==> src/rtl/mult_pkg.sv <==
// Shared definitions for the multiplier issue stage: default widths, FSM states
// and the watchdog counter sizing rule.
package mult_pkg;

  localparam int DEF_A_WIDTH = 4;
  localparam int DEF_B_WIDTH = 4;
  localparam int DEF_P_WIDTH = 8;
  localparam int DEF_TIMEOUT = 31;

  typedef enum logic [1:0] {
    IDLE  = 2'd0,
    ISSUE = 2'd1,
    WAIT  = 2'd2
  } state_t;

  function automatic int watchdog_width(input int timeout);
    return $clog2(timeout + 1);
  endfunction

  localparam int DEF_WD_WIDTH = watchdog_width(DEF_TIMEOUT);

endpackage

==> src/rtl/mult_operand_fifo.sv <==
// Synchronous operand-pair FIFO with a registered occupancy count; full/empty
// are decoded from the count only, so they never depend on same-cycle inputs.
module mult_operand_fifo #(
  parameter int WIDTH = 8,
  parameter int DEPTH = 2
) (
  input  logic             clk,
  input  logic             reset,
  input  logic             push,
  input  logic             pop,
  input  logic [WIDTH-1:0] wdata,
  output logic [WIDTH-1:0] rdata,
  output logic             full,
  output logic             empty
);

  localparam int PTR_W = (DEPTH > 1) ? $clog2(DEPTH) : 1;
  localparam int CNT_W = $clog2(DEPTH + 1);

  logic [WIDTH-1:0] mem [DEPTH];
  logic [PTR_W-1:0] wr_ptr;
  logic [PTR_W-1:0] rd_ptr;
  logic [CNT_W-1:0] count;
  logic             do_push;
  logic             do_pop;

  assign do_push = push && !full;
  assign do_pop  = pop && !empty;
  assign full    = (count == CNT_W'(DEPTH));
  assign empty   = (count == '0);
  assign rdata   = mem[rd_ptr];

  // Pointers wrap naturally because DEPTH is a power of two.
  always_ff @(posedge clk or posedge reset) begin
    if (reset) begin
      wr_ptr <= '0;
      rd_ptr <= '0;
      count  <= '0;
      for (int i = 0; i < DEPTH; i++) begin
        mem[i] <= '0;
      end
    end else begin
      if (do_push) begin
        mem[wr_ptr] <= wdata;
        wr_ptr      <= wr_ptr + PTR_W'(1);
      end
      if (do_pop) begin
        rd_ptr <= rd_ptr + PTR_W'(1);
      end
      case ({do_push, do_pop})
        2'b10:   count <= count + CNT_W'(1);
        2'b01:   count <= count - CNT_W'(1);
        default: count <= count;
      endcase
    end
  end

endmodule

==> src/rtl/mult_issue_ctrl.sv <==
// Issue stage for the sequential multiplier: queues operand pairs, starts the core,
// captures its product behind a valid/ready slot and abandons hung operations.
module mult_issue_ctrl
  import mult_pkg::*;
#(
  parameter int A_WIDTH    = DEF_A_WIDTH,
  parameter int B_WIDTH    = DEF_B_WIDTH,
  parameter int P_WIDTH    = DEF_P_WIDTH,
  parameter int FIFO_DEPTH = 2,
  parameter int TIMEOUT    = DEF_TIMEOUT
) (
  input  logic               clk,
  input  logic               reset,
  input  logic               in_valid,
  output logic               in_ready,
  input  logic [A_WIDTH-1:0] in_a,
  input  logic [B_WIDTH-1:0] in_b,
  output logic               mul_start,
  output logic [A_WIDTH-1:0] mul_a,
  output logic [B_WIDTH-1:0] mul_b,
  input  logic               mul_done,
  input  logic [P_WIDTH-1:0] mul_product,
  output logic               out_valid,
  input  logic               out_ready,
  output logic [P_WIDTH-1:0] out_product,
  output logic               busy,
  output logic               timeout
);

  localparam int WD_W   = watchdog_width(TIMEOUT);
  localparam int PAIR_W = A_WIDTH + B_WIDTH;

  state_t            state;
  state_t            next_state;
  logic [WD_W-1:0]   wd;
  logic [WD_W-1:0]   wd_inc;
  logic              wd_expired;
  logic              fifo_full;
  logic              fifo_empty;
  logic              fifo_pop;
  logic              fifo_push;
  logic [PAIR_W-1:0] head;

  assign in_ready   = !fifo_full;
  assign fifo_push  = in_valid && in_ready;
  assign busy       = (state != IDLE) || !fifo_empty;
  assign wd_inc     = wd + WD_W'(1);
  // Compared on the incremented value so the flag rises TIMEOUT+1 cycles after ISSUE.
  assign wd_expired = (wd_inc == WD_W'(TIMEOUT));

  mult_operand_fifo #(
    .WIDTH(PAIR_W),
    .DEPTH(FIFO_DEPTH)
  ) u_fifo (
    .clk  (clk),
    .reset(reset),
    .push (fifo_push),
    .pop  (fifo_pop),
    .wdata({in_a, in_b}),
    .rdata(head),
    .full (fifo_full),
    .empty(fifo_empty)
  );

  always_ff @(posedge clk or posedge reset) begin
    if (reset) begin
      state <= IDLE;
    end else begin
      state <= next_state;
    end
  end

  always_comb begin
    next_state = state;
    fifo_pop   = 1'b0;
    case (state)
      IDLE: begin
        if (!fifo_empty && !out_valid) begin
          fifo_pop   = 1'b1;
          next_state = ISSUE;
        end else begin
          next_state = IDLE;
        end
      end
      ISSUE: next_state = WAIT;
      WAIT: begin
        if (mul_done || wd_expired) begin
          next_state = IDLE;
        end else begin
          next_state = WAIT;
        end
      end
      default: next_state = IDLE;
    endcase
  end

  // Datapath: operand hold, start pulse, watchdog, result slot and sticky timeout.
  always_ff @(posedge clk or posedge reset) begin
    if (reset) begin
      mul_start   <= 1'b0;
      mul_a       <= '0;
      mul_b       <= '0;
      wd          <= '0;
      out_valid   <= 1'b0;
      out_product <= '0;
      timeout     <= 1'b0;
    end else begin
      mul_start <= (next_state == ISSUE);
      if (fifo_pop) begin
        {mul_a, mul_b} <= head;
      end
      if (state == ISSUE) begin
        wd <= '0;
      end else if (state == WAIT) begin
        wd <= wd_inc;
      end
      if (out_valid && out_ready) begin
        out_valid <= 1'b0;
      end
      // out_valid is never high in WAIT, so a capture cannot collide with a handshake.
      if (state == WAIT && mul_done) begin
        out_product <= mul_product;
        out_valid   <= 1'b1;
      end else if (state == WAIT && wd_expired) begin
        timeout <= 1'b1;
      end
    end
  end

endmodule

==> config.mk <==
export PLATFORM = sky130hd
export DESIGN_NAME = mult_issue_ctrl
export DESIGN_NICKNAME = d
export VERILOG_FILES = /design/src/rtl/mult_pkg.sv /design/src/rtl/mult_operand_fifo.sv /design/src/rtl/mult_issue_ctrl.sv
export SDC_FILE = /design/constraint.sdc
export NUM_CORES = 1
export LEC_CHECK = 0
export CORE_MARGIN = 2
export CORE_UTILIZATION = 40
export CTS_CLUSTER_SIZE = 14
export DETAILED_ROUTE_END_ITERATION = 10
export PLACE_DENSITY = 0.67
export REMOVE_ABC_BUFFERS = 1
export SYNTH_ARGS = -nofsm -noshare
export SYNTH_HDL_FRONTEND = slang
export SYNTH_HIERARCHICAL = 1
export SYNTH_SLANG_ARGS = --single-unit
==> constraint.sdc <==
create_clock -name clk -period 1.81 [get_ports clk]
set_input_delay 0.543 -clock clk [delete_from_list [all_inputs] [get_ports clk]]
set_output_delay 0.543 -clock clk [all_outputs]
set_load 0.005 [all_outputs]
# Word level (Yosys, flattened, before mapping)
# Index checks and enable logic that the tools add are counted.
# op_classes
n_addsub	5
n_mul	0
div_mod_pow	0
order_cmp	3
n_eq_ne	7
n_shift	0
muxes	16
bitwise	3
reduce_logical	20
# ops
cell	count
$mux W8	4
$bwmux W16	1
$mux W5	2
$demux W8 S1	1
$logic_and A1 B1 Y1	8
$reduce_bool A2 Y1	4
$eq A2 B1 Y1 const B	3
$eq A2 B2 Y1 const B	3
$pmux W2 S3	1
$add A5 B1 Y5 const B	1
$eq A5 B5 Y1 const B	1
$mux W1	5
$ge A2 B2 Y1 const B	2
$logic_not A2 Y1	2
$not A1 Y2	2
$pmux W2 S2	1
$logic_not A1 Y1	3
$add A1 B1 Y1 const B	2
$add A2 B1 Y2 const B	1
$logic_or A1 B1 Y1	2
$lt A2 B1 Y1 const B	1
$mux W2	1
$reduce_and A2 Y1	1
$sub A2 B1 Y2 const B	1
$not A1 Y1	1
# word_totals
ff_bits	46
latchBits	0
ram_bits	0
mem_bits_ro	0
input_bits	21
elab_cells	67
memories	0

# Longest topological paths before layout
# Gate-level depths: netlist (run 1).
# logic_depth
word_depth	8
mapped_depth	9
mapped_depth_nobuf	8

# Modules after synthesis
# Netlist (run 1), hierarchy kept.
# modules_own_cells
mod	instances	cells_each	area_each_um2	seq_area_each_um2
mult_issue_ctrl	1	97	1201.2	650.6
mult_operand_fifo	1	61	934.6	500.5

# Least setup slack after synthesis (run 1)
# Ideal clock, no wire load.
# synth_path
path_kind	register -> register
start	register state[0]
end	register u_fifo.count[1]
arrival_ps	1716
slack_ps	15
path_stages_with_launch	9
n_path_buf	1
path_cell_list	dfrtp_1 inv_1 ha_1 nor3b_2 buf_4 nor2b_1 ha_1 nor2_1 xor2_1
# synth_via
elab_chain_len	5
elab_cells_between_ends	7
classes_between	eq/ne (2); mux (2); reduce/logical (3)
# synth_rtl
item	line	text
start: declaration	mult_issue_ctrl.sv:33	state_t state;
start signal: assignment	mult_issue_ctrl.sv:69	state <= next_state;
$logic_not A2 Y1 *	mult_issue_ctrl.sv:76	case (state)
$mux W1 *	mult_issue_ctrl.sv:76	
net fifo_pop	mult_issue_ctrl.sv:40	logic fifo_pop;
$logic_and A1 B1 Y1 *	mult_operand_fifo.sv:28	assign do_pop = pop && !empty;
net u_fifo.do_pop	mult_operand_fifo.sv:25	logic do_pop;
$eq A2 B1 Y1 or $eq A2 B2 Y1 (tied branches)	mult_operand_fifo.sv:50	case ({do_push, do_pop})
$pmux W2 S2 or $reduce_bool A2 Y1 (tied branches)	-	
end signal: assignment	mult_operand_fifo.sv:51	2'b10: count <= count + CNT_W'(1);
end signal: assignment	mult_operand_fifo.sv:52	2'b01: count <= count - CNT_W'(1);
end signal: assignment	mult_operand_fifo.sv:53	default: count <= count;
end: declaration	mult_operand_fifo.sv:23	logic [CNT_W-1:0] count;
# The timed path passes the listed nets; every way through them passes the cells marked *.
# A chain may end at the register's enable or synchronous reset.

# Final worst setup path (run 1)
# layout_path
start	register u_fifo.count[1]
end	output port busy
# layout_via
elab_chain_len	3
# layout_rtl
item	line	text
$logic_not A2 Y1	mult_operand_fifo.sv:30	assign empty = (count == '0);
net fifo_empty	mult_issue_ctrl.sv:39	logic fifo_empty;
$logic_not A1 Y1	mult_issue_ctrl.sv:46	assign busy = (state != IDLE) || !fifo_empty;
$logic_or A1 B1 Y1	mult_issue_ctrl.sv:46	
end: declaration	mult_issue_ctrl.sv:26	output logic busy,
# The timed path passes the listed nets, and every way through them passes these cells.

==> impl_metrics.ini, run 1 <==
[run_status]
outcome = finished clean

[timing]
worst_slack_ns = 0.0757
fin_crit_ns = 1.73
slew_viol_final = 0
relSlewSlack_pct = 70.0
finalSetupViolCount = 0
hold_viol_final = 0
finalClockSkew_ns = 0.00456
whs_ns = 0.491
timing.final.crit_share_pct = 95.8
rsz0062_at_grt = false
clock.fmax_mhz = 577
tightestPinTransition_ns = 0.450

[pwr]
clkPwrFrac_pct = 15.1
comb_power_share_pct = 46.8
power.leakage_nw = 1.27
ir_drop_mv = 0.789
p_seq_share_pct = 38.1
power_density_nw_per_um2 = 1750
internal_power_mw = 3.39
netSwitchingPower_mw = 1.54
swShare_pct = 31.2

[cts]
numCtsBuffers = 5
cts.sinks = 46
cts-root-buf = clkbuf_8
cts_tree = yes
htreeDepth = 2
clock_path_buffers = 2
cts.clk_slew.worst_paths_ns = 0.08
worstSkewPairLatency_ns = 0.29

[routing]
vias = 1417
detail-route-antenna-nets = 0
first_pass_iters = 4
drc = 0
routed_via_density = 4.97
first_iter_violations = 82
wl_per_cell_um = 15.0
wirelength_mm = 4.28

[setup_path]
r2r-end = u_fifo/count[1]
crit_fanout = 3
cp-end-kind = output port
critPathArrivalTime_ns = 1.19
r2r_start = state[1]
startpoint = u_fifo/count[1]
required_ns = 1.27
rr_worst_depth = 7
startpoint_type = flip-flop
r2r_setup_slack_ns = 0.15
setup.worst_path.end = busy
crit_type = flip-flop to output port

[layout]
design_area_sq_um = 2820
layout_commonest_cell = dfrtp_1
final_core_util_pct = 54.8
layout.nets = 242
synthToLayoutAreaGrowth_pct = 31.9
drive_gt1_share_pct = 28.8
final_cell_mix = dfrtp_1 (45), clkdlybuf4s50_1 (38), mux2_2 (25), inv_1 (12), buf_4 (11)
antenna-diode-count = 0

[yosys]
ys_seq_elements = 46
netlist_area_sq_um = 2140
synth-seq-area-share_pct = 53.9
yosys_warnings = 6
syn-mean-instance-area_sq_um = 13.5
synth_cells = 158
synth_cell_type_count = 37

[floorplan]
coreArea_sq_um = 5140
start_util_pct = 41.6
rows = 26
die_area_sq_um = 5940
dieWidth_um = 77.1
pin_count = 42
dieHeight_um = 77.1

[global_routing]
antenna_found_initial = 0
grt-busiest-layer = met2
grt_pass1_wl_mm = 7.36
grt_use_met3_pct = 4.94
grt_max_degree = 27
grtUsageMet2_pct = 26.8
grt_pass1_vias = 1552
grt-ovfl-total = 0
grt_usage_pct = 15.8
grt_util_met1_pct = 19.7

[place]
numPortBuffers = 41
post-place-ws_ns = -0.226
placed_area_sq_um = 2650
gp_congestion = 0.776
dp_hpwl_mm = 3.01

[hold_path]
hold_path.class = flip-flop to flip-flop

[run]
max-cap-violations = 0
## routing by layer
layer / wire [um] / vias up / part of all wire [%]
li1: - / 664 / -
met1: 1840 / 709 / 43
met2: 2200 / 42 / 51
met3: 225 / 2 / 5.3
met4: 17 / 0 / 0.40
met5: 0 / - / 0
## synthesized netlist by cell type
cell type | number | share of area, %
xnor2_1 | 3 | 1.2
mux2_4 | 8 | 5.6
a31oi_1 | 3 | 0.88
and4b_1 | 1 | 0.47
buf_2 | 1 | 0.23
o21ai_1 | 1 | 0.23
a21boi_1 | 1 | 0.35
ha_1 | 7 | 4.1
buf_6 | 2 | 1.1
inv_1 | 12 | 2.1
o21a_1 | 1 | 0.35
and2_1 | 1 | 0.29
nand4_1 | 1 | 0.29
mux2i_1 | 1 | 0.47
o21ai_0 | 6 | 1.4
or2_1 | 1 | 0.29
nor2b_1 | 2 | 0.59
nand2_1 | 5 | 0.88
nand2b_4 | 1 | 0.64
and3_4 | 1 | 0.53
mux2_2 | 25 | 13
nand2b_1 | 2 | 0.59
nor3b_2 | 1 | 0.59
buf_4 | 1 | 0.35
o211a_1 | 1 | 0.47
mux2_1 | 7 | 3.7
nor2_1 | 2 | 0.35
and3b_1 | 1 | 0.41
o31ai_1 | 3 | 1.1
a21oi_1 | 2 | 0.47
dfrtp_1 | 46 | 54
a32o_1 | 1 | 0.47
xor2_1 | 2 | 0.82
and3_1 | 1 | 0.29
nor3b_1 | 1 | 0.35
nand3b_2 | 1 | 0.53
nand3_1 | 2 | 0.47
## kinds of logic (layout without fill, tap and decap cells)
family          after synthesis  count (layout)  synth area share [%]
flops                        46              46                  53.9
mux                          41              41                  23.0
fa+ha+maj                     7               7                  4.10
compound gates               19              19                  5.68
simple gates                 24              24                  7.56
buf+inv                      16              73                  3.75
xor+xnor                      5               5                  2.05
## flip-flops by register name, indices dropped and copies added (netlist names)
register / cells
state: 2
out_valid: 1
mul_start: 1
mul_a: 4
mul_b: 4
u_fifo/rd_ptr: 1
wd: 5
u_fifo/wr_ptr: 1
u_fifo/mem: 16
out_product: 8
u_fifo/count: 2
timeout: 1
## power groups by stage
stage	Clock (mW)	Combinational [mW]	Sequential, mW
3_5_place_dp	0	2.18	1.91
6_report	0.744	2.31	1.88
5_1_grt	0.825	2.52	1.95
4_1_cts	0.774	2.30	1.87
2_1_floorplan	0	1.34	1.84
3_3_place_gp	0	2.10	1.86
## final cells by class
class | count | area (sq um)
Fill cell | 473 | 2320
Sequential cell | 46 | 1150
Multi-Input combinational cell | 96 | 922
Timing Repair Buffer | 53 | 500
Tap cell | 70 | 87.6
Clock buffer | 5 | 68.8
Inverter | 12 | 45.0
Clock inverter | 3 | 40.0
## how the worst min path moves through the flow
stage,start,to,slack (ns),cells after the start
2_1_floorplan,wd[4],wd[4],0.46,1
3_3_place_gp,mul_b[1],mul_b[1],0.47,1
3_5_place_dp,mul_b[1],mul_b[1],0.48,1
4_1_cts,mul_b[1],mul_b[1],0.50,1
5_1_grt,mul_b[1],mul_b[1],0.52,1
6_report,mul_b[1],mul_b[1],0.49,1
## worst max-delay path: stages (launching register included)
cell and delay [ns]:
dfrtp_2 0.43, buf_6 0.13, nor2_4 0.15, nand2_1 0.08, clkbuf_2 0.11
## through the flow
stage / power, mW / cells / TNS, ns
2_1_floorplan: 3.18 / 154 / -0.248
3_3_place_gp: 3.97 / 272 / -2.87
3_5_place_dp: 4.09 / 272 / -3.66
4_1_cts: 4.95 / 285 / -0.0422
5_1_grt: 5.29 / 285 / 0
6_report: 4.92 / 285 / 0
## what timing repair did
item	CTS	global route
pin swaps	0	1
setup buffers	5	0
resized for setup	5	7
endpoints found under the hold margin	0	0
endpoints found under the setup margin	2	3
hold buffers	0	0
(Power assumes the default switching activity.)
==> run 2: changes to the inputs <==
--- a/config.mk
+++ b/config.mk
@@ -9,8 +9,9 @@
 export CORE_UTILIZATION = 40
 export CTS_CLUSTER_SIZE = 14
 export DETAILED_ROUTE_END_ITERATION = 10
-export PLACE_DENSITY = 0.67
+export DONT_BUFFER_PORTS = 1
 export REMOVE_ABC_BUFFERS = 1
+export SKIP_CTS_REPAIR_TIMING = 1
 export SYNTH_ARGS = -nofsm -noshare
 export SYNTH_HDL_FRONTEND = slang
 export SYNTH_HIERARCHICAL = 1
==> impl_metrics.ini, run 2 (synthesized netlist as in run 1, its figures left out) <==
[run_status]
outcome = finished clean

[pwr]
ir_drop_mv = 0.547
clkPwrFrac_pct = 14.6
power_density_nw_per_um2 = 1810
power.leakage_nw = 1.04
comb_power_share_pct = 39.4
internal_power_mw = 2.76
swShare_pct = 34.2
p_seq_share_pct = 46.0
finalPower_mw = 4.20
netSwitchingPower_mw = 1.44

[floorplan]
rows = 26
dieHeight_um = 77.1
start_util_pct = 41.6
coreArea_sq_um = 5140
die_area_sq_um = 5940
dieWidth_um = 77.1
pin_count = 42

[timing]
finalSetupViolCount = 0
finalClockSkew_ns = 0.00809
hold_viol_final = 0
timing.final.crit_share_pct = 97.1
relSlewSlack_pct = 70.3
fin_crit_ns = 1.76
slew_viol_final = 0
worst_slack_ns = 0.0529
rsz0062_at_grt = true
tightestPinTransition_ns = 0.446
clock.fmax_mhz = 569

[global_routing]
grt_max_degree = 21
grt_pass1_vias = 1285
antenna_found_initial = 0
grt_pass1_wl_mm = 6.51
grt-ovfl-total = 0
grt_usage_pct = 14.1

[place]
numPortBuffers = 0
dp_hpwl_mm = 2.77
gp_congestion = 0.734
post-place-ws_ns = 0.0776

[routing]
routed_via_density = 5.14
wl_per_cell_um = 16.3
vias = 1212
first_pass_iters = 4
detail-route-antenna-nets = 0
wirelength_mm = 3.85
drc = 0
first_iter_violations = 46

[layout]
largest_reg_flops = 16
final_cell_mix = dfrtp_1 (46), mux2_2 (25), inv_1 (12), mux2_4 (8)
layout.nets = 193
drive_gt1_share_pct = 30.1
reg.largest.list = u_fifo/mem (16), out_product (8), wd (5)
multiInputGateArea_sq_um = 912
fill_cells = 503
seqCellArea_sq_um = 1150
antenna-diode-count = 0
regMostFlops = u_fifo/mem
synthToLayoutAreaGrowth_pct = 8.44
layout_commonest_cell = dfrtp_1

[setup_path]
crit_type = flip-flop to flip-flop
slowest_delay_ns = 0.43
critPathArrivalTime_ns = 1.93
cp_cell_sequence = nand2b_4, inv_1, nor2b_1, nand2_1, ha_1, xnor2_1, nor2_1, xor2_1
crit_fanout = 4
rr_worst_depth = 8
cp-end-kind = flip-flop
startpoint_type = flip-flop
r2r_setup_slack_ns = 0.05
cp_slowest_cell = dfrtp_1
required_ns = 1.99

[cts]
cts-root-buf = clkbuf_8
numCtsBuffers = 5
cts_tree = yes
worstSkewPairLatency_ns = 0.29
clock_path_buffers = 2
cts.clk_slew.worst_paths_ns = 0.09
htreeDepth = 2
cts.sinks = 46

[hold_path]
hold_path.class = input port to asynchronous set/reset pin

[run]
max-cap-violations = 0
[run 2: final cells by class]
class / count / area share [%]
sequential: 46 / 49.7
multi-input combinational: 96 / 39.4
tap: 70 / 3.78
clock buffer: 5 / 2.97
inverter: 12 / 1.94
timing repair buffer: 4 / 1.30
clock inverter: 3 / 0.918
[run 2: worst paths after layout]
kind                                  from         endpoint
min in group clk                 out_ready        out_valid
max in group asynchronous            reset        mul_start
setup reg to reg           u_fifo/count[0]  u_fifo/count[1]
hold reg to reg              u_fifo/wr_ptr    u_fifo/wr_ptr
setup / recovery           u_fifo/count[0]  u_fifo/count[1]
hold / removal                       reset         mul_b[0]
[run 2: layer usage]
metal / up-vias / track usage (%) / routed length, um
met3: 5 / 4.71 / 268
met4: 0 / 4.29 / 36
li1: 563 / - / -
met5: - / 0 / 0
met2: 35 / 24.6 / 1960
met1: 609 / 16.5 / 1590
[run 2: power groups by stage]
stage               registers [mW]  logic, mW  clock network, mW
floorplan                     1.84       1.34                  0
global placement              1.93       1.56                  0
detailed placement            1.95       1.65                  0
CTS                           1.93       1.65              0.640
global route                  2.00       1.84              0.697
finish                        1.93       1.65              0.613
[run 2: per-stage QoR]
stage / util, % / setup TNS [ns] / area (sq um) / cells / hold WS [ns]
after floorplan: - / -0.248 / 2100 / 154 / 0.459
after global placement: 43.2 / 0 / 2220 / 228 / 0.437
after detailed placement: 43.2 / 0 / 2220 / 228 / 0.453
after CTS: 44.9 / 0 / 2310 / 236 / 0.126
after global routing: 45.1 / -0.0421 / 2320 / 236 / 0.117
final: 45.1 / 0 / 2320 / 236 / 0.121
[run 2: worst max-delay path: cells and delay by family (launching register included)]
family | cells | cell delay, ns
xor+xnor | 2 | 0.31
fa+ha+maj | 1 | 0.24
buf+inv | 1 | 0.05
flops | 1 | 0.43
simple gates | 4 | 0.62
==> run 3: changes to the inputs <==
--- a/config.mk
+++ b/config.mk
@@ -10,6 +10,7 @@
 export CTS_CLUSTER_SIZE = 14
 export DETAILED_ROUTE_END_ITERATION = 10
 export DONT_BUFFER_PORTS = 1
+export RECOVER_POWER = 25
 export REMOVE_ABC_BUFFERS = 1
 export SKIP_CTS_REPAIR_TIMING = 1
 export SYNTH_ARGS = -nofsm -noshare
==> impl_metrics.ini, run 3 (synthesized netlist as in run 1, its figures left out) <==
[routing]
routed_via_density = 5.14
first_pass_iters = 4
first_iter_violations = 46
vias = 1213
detail-route-antenna-nets = 0
wirelength_mm = 3.85
wl_per_cell_um = 16.3
drc = 0

[cts]
cts.clk_slew.worst_paths_ns = 0.09
cts.sinks = 46
clock_path_buffers = 2
htreeDepth = 2
worstSkewPairLatency_ns = 0.29
cts-root-buf = clkbuf_8
numCtsBuffers = 5
cts_tree = yes

[global_routing]
grt_usage_pct = 14.1
grt-ovfl-total = 0
grt_max_degree = 21
antenna_found_initial = 0
grt_pass1_wl_mm = 6.51
grt_pass1_vias = 1285

[timing]
relSlewSlack_pct = 28.9
finalClockSkew_ns = 0.00824
rsz0062_at_grt = true
clock.fmax_mhz = 570
tightestPinTransition_ns = 1.07
worst_slack_ns = 0.0552
hold_viol_final = 0
slew_viol_final = 0
fin_crit_ns = 1.75
finalSetupViolCount = 0
timing.final.crit_share_pct = 97.0
finalSetupTns_ns = 0

[place]
gp_congestion = 0.734
post-place-ws_ns = 0.0776
numPortBuffers = 0
dp_hpwl_mm = 2.77

[floorplan]
dieWidth_um = 77.1
dieHeight_um = 77.1
start_util_pct = 41.6
coreArea_sq_um = 5140
pin_count = 42
rows = 26
die_area_sq_um = 5940

[setup_path]
startpoint_type = flip-flop
crit_fanout = 4
critPathBufInv = 1
critPathArrivalTime_ns = 1.93
cp-end-kind = flip-flop
critical_path.top_delay_family = simple AND/OR/NAND/NOR gates
cp_slowest_cell = dfrtp_1
cp_cell_sequence = nand2b_4, inv_1, nor2b_1, nand2_1, ha_1, xnor2_1, nor2_1, xor2_1
slowest_delay_ns = 0.43
required_ns = 1.99
crit_type = flip-flop to flip-flop

[pwr]
ir_drop_mv = 0.547
power.leakage_nw = 1.04
power_density_nw_per_um2 = 1810
finalPower_mw = 4.20

[layout]
antenna-diode-count = 0
final_core_util_pct = 45.0
drive_gt1_share_pct = 29.5
regMostFlops = u_fifo/mem
synthToLayoutAreaGrowth_pct = 8.26
final_cell_mix = dfrtp_1 (46), mux2_2 (25), inv_1 (12), mux2_4 (8)
reg.largest.list = u_fifo/mem (16), out_product (8), wd (5)
fill_cells = 504
layout.nets = 193
layout_commonest_cell = dfrtp_1
largest_reg_flops = 16

[hold_path]
hold_path.class = input port to asynchronous set/reset pin

[run_status]
outcome = finished clean

[run]
max-cap-violations = 0
## run 3: through the flow
stage | std cells | hold WS [ns] | area [sq um]
final | 236 | 0.119 | 2310
after detailed placement | 228 | 0.453 | 2220
after CTS | 236 | 0.126 | 2310
after global routing | 236 | 0.117 | 2310
after floorplan | 154 | 0.459 | 2100
after global placement | 228 | 0.437 | 2220
## run 3: path summary, 6_finish.rpt
kind	from	end	slack, ns	cells past startpoint
max	u_fifo/count[0]	u_fifo/count[1]	0.06	8
min in group clk	out_ready	out_valid	0.34	1
min	reset	mul_b[0]	0.12	1
max in group asynchronous	reset	u_fifo/count[0]	0.71	2
max reg2reg	u_fifo/count[0]	u_fifo/count[1]	0.06	8
min reg2reg	u_fifo/wr_ptr	u_fifo/wr_ptr	0.50	1
## run 3: final cells by class
type	instances	area [sq um]	share of cell area, %
clock inverter	3	21.3	0.920
sequential	46	1150	49.8
inverter	12	45.0	1.95
multi-input combinational	96	912	39.4
tap	70	87.6	3.79
clock buffer	5	68.8	2.98
timing repair buffer	4	26.3	1.14
## run 3: power breakdown
group,switching (mW),leakage [nW],internal [mW]
Combinational,0.697,0.436,0.956
Sequential,0.396,0.557,1.53
Clock,0.342,0.0441,0.271
## run 3: per-layer routing
| layer | track usage (%) | routed length, um | up-vias |
|---|---|---|---|
| met1 | 16.5 | 1590 | 611 |
| met5 | 0 | 0 | - |
| met3 | 4.71 | 268 | 5 |
| met4 | 4.29 | 36 | 0 |
| met2 | 24.6 | 1960 | 35 |
| li1 | - | - | 562 |
